--- src/rtl/cs_rr_arbiter.sv ---
// Round-robin arbiter for eight requesters sharing one 3-to-8 active-low chip-select decoder.
// Optional forced-release timeout is built only when CS_ARB_TIMEOUT_EN is defined.
module cs_rr_arbiter #(
    parameter int unsigned MAX_HOLD = 16
) (
    input  logic       clk,
    input  logic       rst_n,
    input  logic [7:0] req,
    output logic [2:0] sel_idx,
    output logic       sel_en,
    output logic [7:0] gnt_n,
    output logic       busy,
    output logic       timeout
);

    typedef enum logic [1:0] {
        IDLE  = 2'b00,
        GRANT = 2'b01,
        GAP   = 2'b10
    } state_t;

    state_t     state_r, state_s;
    logic [2:0] ptr_r, ptr_s;
    logic [2:0] sel_idx_r, sel_idx_s;
    logic       sel_en_r, sel_en_s;
    logic [7:0] gnt_n_r, gnt_n_s;
    logic       busy_r, busy_s;
`ifdef CS_ARB_TIMEOUT_EN
    logic [7:0] hold_cnt_r, hold_cnt_s;
    logic       timeout_r, timeout_s;
`endif

    // First requester at or after p, scanning upward and wrapping modulo 8.
    function automatic logic [2:0] rr_pick(input logic [7:0] r, input logic [2:0] p);
        logic [2:0] idx;
        logic       found;
        rr_pick = p;
        found   = 1'b0;
        for (int k = 0; k < 8; k++) begin
            idx = p + 3'(k);
            if (!found && r[idx]) begin
                rr_pick = idx;
                found   = 1'b1;
            end
        end
    endfunction

    function automatic logic [7:0] decode_n(input logic [2:0] idx);
        decode_n = ~(8'b0000_0001 << idx);
    endfunction

    // Next-state and next-output logic; outputs derive from the next state so they can be registered.
    always_comb begin
        state_s   = state_r;
        ptr_s     = ptr_r;
        sel_idx_s = sel_idx_r;
`ifdef CS_ARB_TIMEOUT_EN
        hold_cnt_s = hold_cnt_r;
        timeout_s  = 1'b0;
`endif
        case (state_r)
            IDLE: begin
                if (req != 8'h00) begin
                    state_s   = GRANT;
                    sel_idx_s = rr_pick(req, ptr_r);
`ifdef CS_ARB_TIMEOUT_EN
                    hold_cnt_s = 8'd0;
`endif
                end else begin
                    state_s = IDLE;
                end
            end
            GRANT: begin
                if (!req[sel_idx_r]) begin
                    state_s = GAP;
                    ptr_s   = sel_idx_r + 3'd1;
`ifdef CS_ARB_TIMEOUT_EN
                end else if (hold_cnt_r == 8'(MAX_HOLD - 1)) begin
                    state_s   = GAP;
                    ptr_s     = sel_idx_r + 3'd1;
                    timeout_s = 1'b1;
                end else begin
                    hold_cnt_s = hold_cnt_r + 8'd1;
`else
                end else begin
                    state_s = GRANT;
`endif
                end
            end
            GAP: begin
                state_s = IDLE;
            end
            default: begin
                state_s = IDLE;
            end
        endcase

        sel_en_s = (state_s == GRANT);
        if (sel_en_s) begin
            gnt_n_s = decode_n(sel_idx_s);
        end else begin
            gnt_n_s = 8'hFF;
        end
        busy_s = (state_s != IDLE);
    end

    // State and registered decoder/grant outputs.
    always_ff @(posedge clk or negedge rst_n) begin
        if (!rst_n) begin
            state_r   <= IDLE;
            ptr_r     <= 3'd0;
            sel_idx_r <= 3'd0;
            sel_en_r  <= 1'b0;
            gnt_n_r   <= 8'hFF;
            busy_r    <= 1'b0;
        end else begin
            state_r   <= state_s;
            ptr_r     <= ptr_s;
            sel_idx_r <= sel_idx_s;
            sel_en_r  <= sel_en_s;
            gnt_n_r   <= gnt_n_s;
            busy_r    <= busy_s;
        end
    end

`ifdef CS_ARB_TIMEOUT_EN
    // Hold counter and one-cycle forced-release pulse.
    always_ff @(posedge clk or negedge rst_n) begin
        if (!rst_n) begin
            hold_cnt_r <= 8'd0;
            timeout_r  <= 1'b0;
        end else begin
            hold_cnt_r <= hold_cnt_s;
            timeout_r  <= timeout_s;
        end
    end

    assign timeout = timeout_r;
`else
    assign timeout = 1'b0;
`endif

    assign sel_idx = sel_idx_r;
    assign sel_en  = sel_en_r;
    assign gnt_n   = gnt_n_r;
    assign busy    = busy_r;

endmodule

--- config.mk ---
export PLATFORM = sky130hd
export DESIGN_NAME = cs_rr_arbiter
export DESIGN_NICKNAME = d
export VERILOG_FILES = /design/src/rtl/cs_rr_arbiter.sv
export SDC_FILE = /design/constraint.sdc
export NUM_CORES = 1
export LEC_CHECK = 0
export CELL_PAD_IN_SITES_DETAIL_PLACEMENT = 0
export CELL_PAD_IN_SITES_GLOBAL_PLACEMENT = 1
export CORE_ASPECT_RATIO = 0.75
export CORE_UTILIZATION = 40
export DETAILED_ROUTE_END_ITERATION = 7
export PLACE_DENSITY_LB_ADDON = 0.1
export SYNTH_ARGS = -nofsm -noshare
export SYNTH_HDL_FRONTEND = slang
export SYNTH_SLANG_ARGS = --single-unit
export TNS_END_PERCENT = 1
--- constraint.sdc ---
create_clock -name clk -period 3.9 [get_ports clk]
set_input_delay 0.78 -clock clk [delete_from_list [all_inputs] [get_ports clk]]
set_output_delay 0.78 -clock clk [all_outputs]
set_load 0.005 [all_outputs]
* Word level (Yosys, flattened, before mapping) *
Cells that the tools add are included.

cells by class
  add/sub/neg operators = 8
  magnitude comparators = 9
  equal/unequal tests = 2
  shifts and indexed selects = 1
  multiplexer cells = 52
  bitwise gates (word level) = 2
  reduce and logical (&&, ||, !) cells = 18

operator list
  operator                                                               count
  3-bit by 4-bit < comparator with 1-bit output (second input constant)  9
  1-bit 2-to-1 mux                                                       31
  1-bit binary-select mux with 3-bit select                              9
  3-bit 2-to-1 mux                                                       9
  3-bit adder (second input constant)                                    4
  8-bit 2-to-1 mux                                                       1
  8-bit inverter                                                         1
  8-bit nonzero test                                                     1
  1-bit by 3-bit left shift with 8-bit output (first input constant)     1
  1-bit logical AND                                                      7
  1-bit logical NOT                                                      7
  3-bit by 1-bit adder with 3-bit output (second input constant)         2
  3-bit by 2-bit adder with 3-bit output (second input constant)         2
  2-bit by 1-bit == test with 1-bit output (second input constant)       2
  2-bit case mux with 2 select lines                                     1
  2-bit logical NOT                                                      1
  2-bit 2-to-1 mux                                                       1
  2-bit AND reduction                                                    1
  2-bit nonzero test                                                     1
  1-bit inverter                                                         1

storage, ports and cells
  register bits = 18
  input bits = 10
  output and inout port bits = 14
  logic and storage cells = 98

* Longest topological paths before layout *
  word-level depth = 43
  gate-level depth with buffers = 13
  gate-level depth less buffers = 10

* Worst setup path after synthesis *
OpenSTA, ideal clock, no wires.

  kind = flip-flop to flip-flop
  start = register ptr_r[1]
  end = register gnt_n_r[7], in the netlist gnt_n[7]
  setup time = 65 ps
  arrival = 3250 ps
  required time = 3835 ps
  setup slack = 585 ps
  cell stages (with the launch flop) = 13
  cell sequence = dfrtp_1 clkbuf_1 inv_1 ha_1 buf_6 mux4_2 mux2_4 o221a_1 o211a_1 a311o_1 a221oi_4 inv_2 nand3_1

on the way
  cells in the longest elaborated chain, start to end = 43
  elaborated cells on any way between the ends = 70

ends and longest elaborated chain
  what                                             RTL line  source
  start: declaration                               23        logic [2:0] ptr_r, ptr_s;
  start signal: assignment                         118       ptr_r <= ptr_s;
  1-bit binary-select mux with 3-bit select        41        if (!found && r[idx]) begin
  1-bit 2-to-1 mux (not written as such)           41
  1-bit 2-to-1 mux                                 41
  1-bit 2-to-1 mux                                 63        if (req != 8'h00) begin
  1-bit 2-to-1 mux                                 61        case (state_r)
  1-bit logical NOT                                41
  1-bit logical AND                                41
  1-bit 2-to-1 mux                                 41
  (+29 left out)                                   -
  3-bit 2-to-1 mux (*)                             41
  3-bit 2-to-1 mux (*)                             63
  3-bit 2-to-1 mux (*)                             61
  via sel_idx_s[1]                                 24        logic [2:0] sel_idx_r, sel_idx_s;
  1-bit by 3-bit left shift with 8-bit output (*)  49        decode_n = ~(8'b0000_0001 << idx);
  8-bit inverter (*)                               49
  8-bit 2-to-1 mux (*)                             99        if (sel_en_s) begin
  via gnt_n_s[7]                                   26        logic [7:0] gnt_n_r, gnt_n_s;
  end signal: assignment                           121       gnt_n_r <= gnt_n_s;
  end: declaration                                 26

The timed path passes the listed nets; every way through them passes the cells marked *. The select of a mux whose other input is x is not followed.
A chain may end at the register's enable or synchronous reset.

* Worst setup path in the final report *
  start = input port req[6]
  end = register gnt_n_r[2], in the netlist gnt_n[2]

on the way
  cells in the longest elaborated chain, start to end = 43
  elaborated cells on any way between the ends = 70

ends and longest elaborated chain
  what                                             RTL line  source
  start: declaration                               8         input logic [7:0] req,
  1-bit binary-select mux with 3-bit select        41
  1-bit 2-to-1 mux (not written as such)           41
  1-bit 2-to-1 mux                                 41
  1-bit 2-to-1 mux                                 63
  1-bit 2-to-1 mux                                 61
  1-bit logical NOT                                41
  1-bit logical AND                                41
  1-bit 2-to-1 mux                                 41
  (+29 left out)                                   -
  3-bit 2-to-1 mux                                 41
  3-bit 2-to-1 mux (*)                             63
  3-bit 2-to-1 mux (*)                             61
  via sel_idx_s[1]                                 24
  1-bit by 3-bit left shift with 8-bit output (*)  49
  8-bit inverter (*)                               49
  8-bit 2-to-1 mux (*)                             99
  via gnt_n_s[2]                                   26

Marks and branches as above.

==> results.json <==
{
  "pre_cts_ws_ns": 0.2016,
  "vias_per_cell": 5.912,
  "path_max_fanout": 8,
  "finalSetupViolCount": 0,
  "io_pins": 24,
  "ys_types": 53,
  "num-fill-cells": 378,
  "regToRegEndpoint": "gnt_n[2]",
  "post_cts_buffers": 0,
  "critical_path_class": "in2reg",
  "grt.total_usage_pct": 19.62,
  "regArea_sq_um": 460.4,
  "clk_latency_ns": 0.25,
  "ant_nets": 0,
  "path_clk_slew_ns": 0.07,
  "clock_skew_ns": 0.006059,
  "yosysSeqAreaShare_pct": 27.28,
  "drt_first_pass_iters": 4,
  "timing.final.crit_share_pct": 89.51,
  "drive_gt1_share_pct": 23.37,
  "die_x_um": 77.01,
  "wl_um": 4124,
  "slew-limit-headroom_pct": 46.47,
  "grt_pass1_vias": 1289,
  "crit_start": "req[6]",
  "timing.setup.tns_ns": 0,
  "worstReg2RegStart": "ptr_r[1]",
  "synthesis.nets": 172,
  "maxCapViolCount": 0,
  "syn_area_sq_um": 1688,
  "fin_crit_ns": 3.491,
  "fin_ws_ns": 0.4090,
  "drc": 0,
  "die_h_um": 58.26,
  "ys.flop_type": "dfrtp_1",
  "ctsHoldBuffers": 0,
  "grt_max_degree": 19,
  "synth_top_area_share_pct": 14.83,
  "htree_levels": 1,
  "drt_iter0_drc": 68,
  "synth_warnings": 0,
  "r2r_slack_ns": 0.61,
  "nets": 198,
  "start_kind": "primary input",
  "endpoint_kind": "flop",
  "hold_end": "busy",
  "wire_per_inst_um": 17.26,
  "synth_common_cells": "nand2_1 (15), mux4_2 (11), dfrtp_1 (10), mux2i_1 (10)",
  "hold_depth": 2,
  "power_density_nw_per_um2": 1047,
  "cts_resized": 0,
  "num_rows": 20,
  "gp_congestion": 0.8112,
  "synth_area_per_cell_sq_um": 10.62,
  "status": "finished clean",
  "synth_edf_count": 0,
  "vias": 1413,
  "grt_pass1_wl_um": 6734,
  "multi_input_area_sq_um": 1152,
  "required_ns": 4.08,
  "clockRootBuffer": "clkbuf_8",
  "synth_top_cells_by_area": "dfrtp_1 (15%), mux4_2 (15%), dfstp_2 (12%)",
  "max-vdd-ir-drop_mv": 0.4924,
  "hpwl_um": 3190,
  "rr_worst_depth": 10,
  "yosysMostFrequentCell": "nand2_1",
  "cts_buffer_depth": 2,
  "hp-start": "state_r[0]",
  "worstMarginPinSlew_ns": 0.8004,
  "portBuffers": 22,
  "clock-sinks": 18,
  "async_reset_ff_share_pct": 100.0,
  "rsz0062_at_grt": "no",
  "diodes": 0,
  "synth_cells": 159,
  "max_freq_ghz": 0.2865,
  "grt-ovfl-total": 0,
  "yosys.area.top_type": "dfrtp_1",
  "antenna_found_initial": 0,
  "cts_tree": "done",
  "area_growth_pct": 20.61,
  "cts_made_buffers": 3,
  "drv_slew": 0,
  "die-area_sq_um": 4486,
  "leakagePower_nw": 0.7648,
  "final_util_pct": 50.22,
  "start_util_pct": 41.64,
  "hold_violations": 0,
  "total_power_w": 0.002132,
  "hold_path.class": "reg2reg",
  "cp.arrival_ns": 3.68,
  "core-area_sq_um": 4054,
  "ys_seq_elements": 18
}
## metrics by stage
stage | instance area [sq um] | std cells | hold WS, ns
after floorplan | 1688 | 159 | 0.4844
after global placement | 1981 | 235 | 0.6144
after detailed placement | 1981 | 235 | 0.6311
after CTS | 2036 | 239 | 0.6487
after global routing | 2036 | 239 | 0.7063
final | 2036 | 239 | 0.6495
## power breakdown
group / internal, W / switching, W / total (W)
registers: 0.000279 / 0.0000726 / 0.000352
clock network: 0.0000896 / 0.0000627 / 0.000152
logic: 0.000760 / 0.000868 / 0.00163
total: 0.00113 / 0.00100 / 0.00213
## worst max-delay path, stage by stage
cell,delay (ns)
clkdlybuf4s50_1,0.55
mux4_2,0.65
mux2_4,0.33
o221a_1,0.28
o211a_1,0.21
a311o_1,0.31
a221oi_4,0.33
inv_2,0.11
nand3b_1,0.12
## cells by family (layout without fill, tap and decap cells)
| kind of cell | Yosys count | in the layout | synth area share (%) |
|---|---|---|---|
| and+or+nand+nor | 51 | 51 | 16.16 |
| DFF | 18 | 18 | 27.28 |
| xor gates and xnor gates | 4 | 4 | 2.076 |
| buffers and inverters | 14 | 39 | 4.447 |
| adders and majority gates | 3 | 3 | 2.224 |
| other | 1 | 1 | 0.2222 |
| muxes | 29 | 29 | 28.84 |
| AOI/OAI and AO/OA | 39 | 39 | 18.76 |
## final cells by class
cell class	instances	area share [%]
inverters	5	0.9219
repair buffers	30	13.77
multi-input cells	127	56.61
clock buffers	4	2.704
flip-flops and latches	18	22.62
well taps	55	3.380
## per-layer routing
| metal | track usage (%) | routed length, um | vias up |
|---|---|---|---|
| li1 | - | - | 673 |
| met3 | 4.094 | 252 | 0 |
| met2 | 28.32 | 1767 | 49 |
| met5 | 0 | 0 | - |
| met1 | 31.29 | 2104 | 691 |
| met4 | 0.8086 | 0 | 0 |
## state kept, by name (all words and copies together), names as in the netlist
name / flops
busy: 1
gnt_n: 8
ptr_r: 3
sel_en: 1
sel_idx: 3
state_r: 2
## cell usage in the layout, fill, tap and decap left out, types with 2 or more instances in the layout
cell type / n
buf_4: 8
o211ai_1: 7
ha_1: 3
nand3_1: 9
inv_1: 4
nand3b_1: 7
nand2_1: 15
mux4_2: 11
o31ai_1: 2
nand2b_1: 5
a22o_1: 2
nor4_1: 3
xnor2_1: 3
dfstp_2: 8
o21ai_0: 9
nor3_1: 2
a211oi_1: 3
clkbuf_8: 4
clkdlybuf4s50_1: 22
mux2i_1: 10
mux2i_4: 4
mux2_1: 2
nor2_1: 3
dfrtp_1: 10
## how the worst max path moves through the flow
| stage | to | cells after the start |
|---|---|---|
| 6_report | gnt_n[2] | 9 |
| 3_3_place_gp | gnt_n[2] | 9 |
| 5_1_grt | gnt_n[2] | 9 |
| 2_1_floorplan | gnt_n[7] | 12 |
| 3_5_place_dp | gnt_n[2] | 9 |
| 4_1_cts | gnt_n[2] | 9 |
Power figures use the tool's default switching activity.
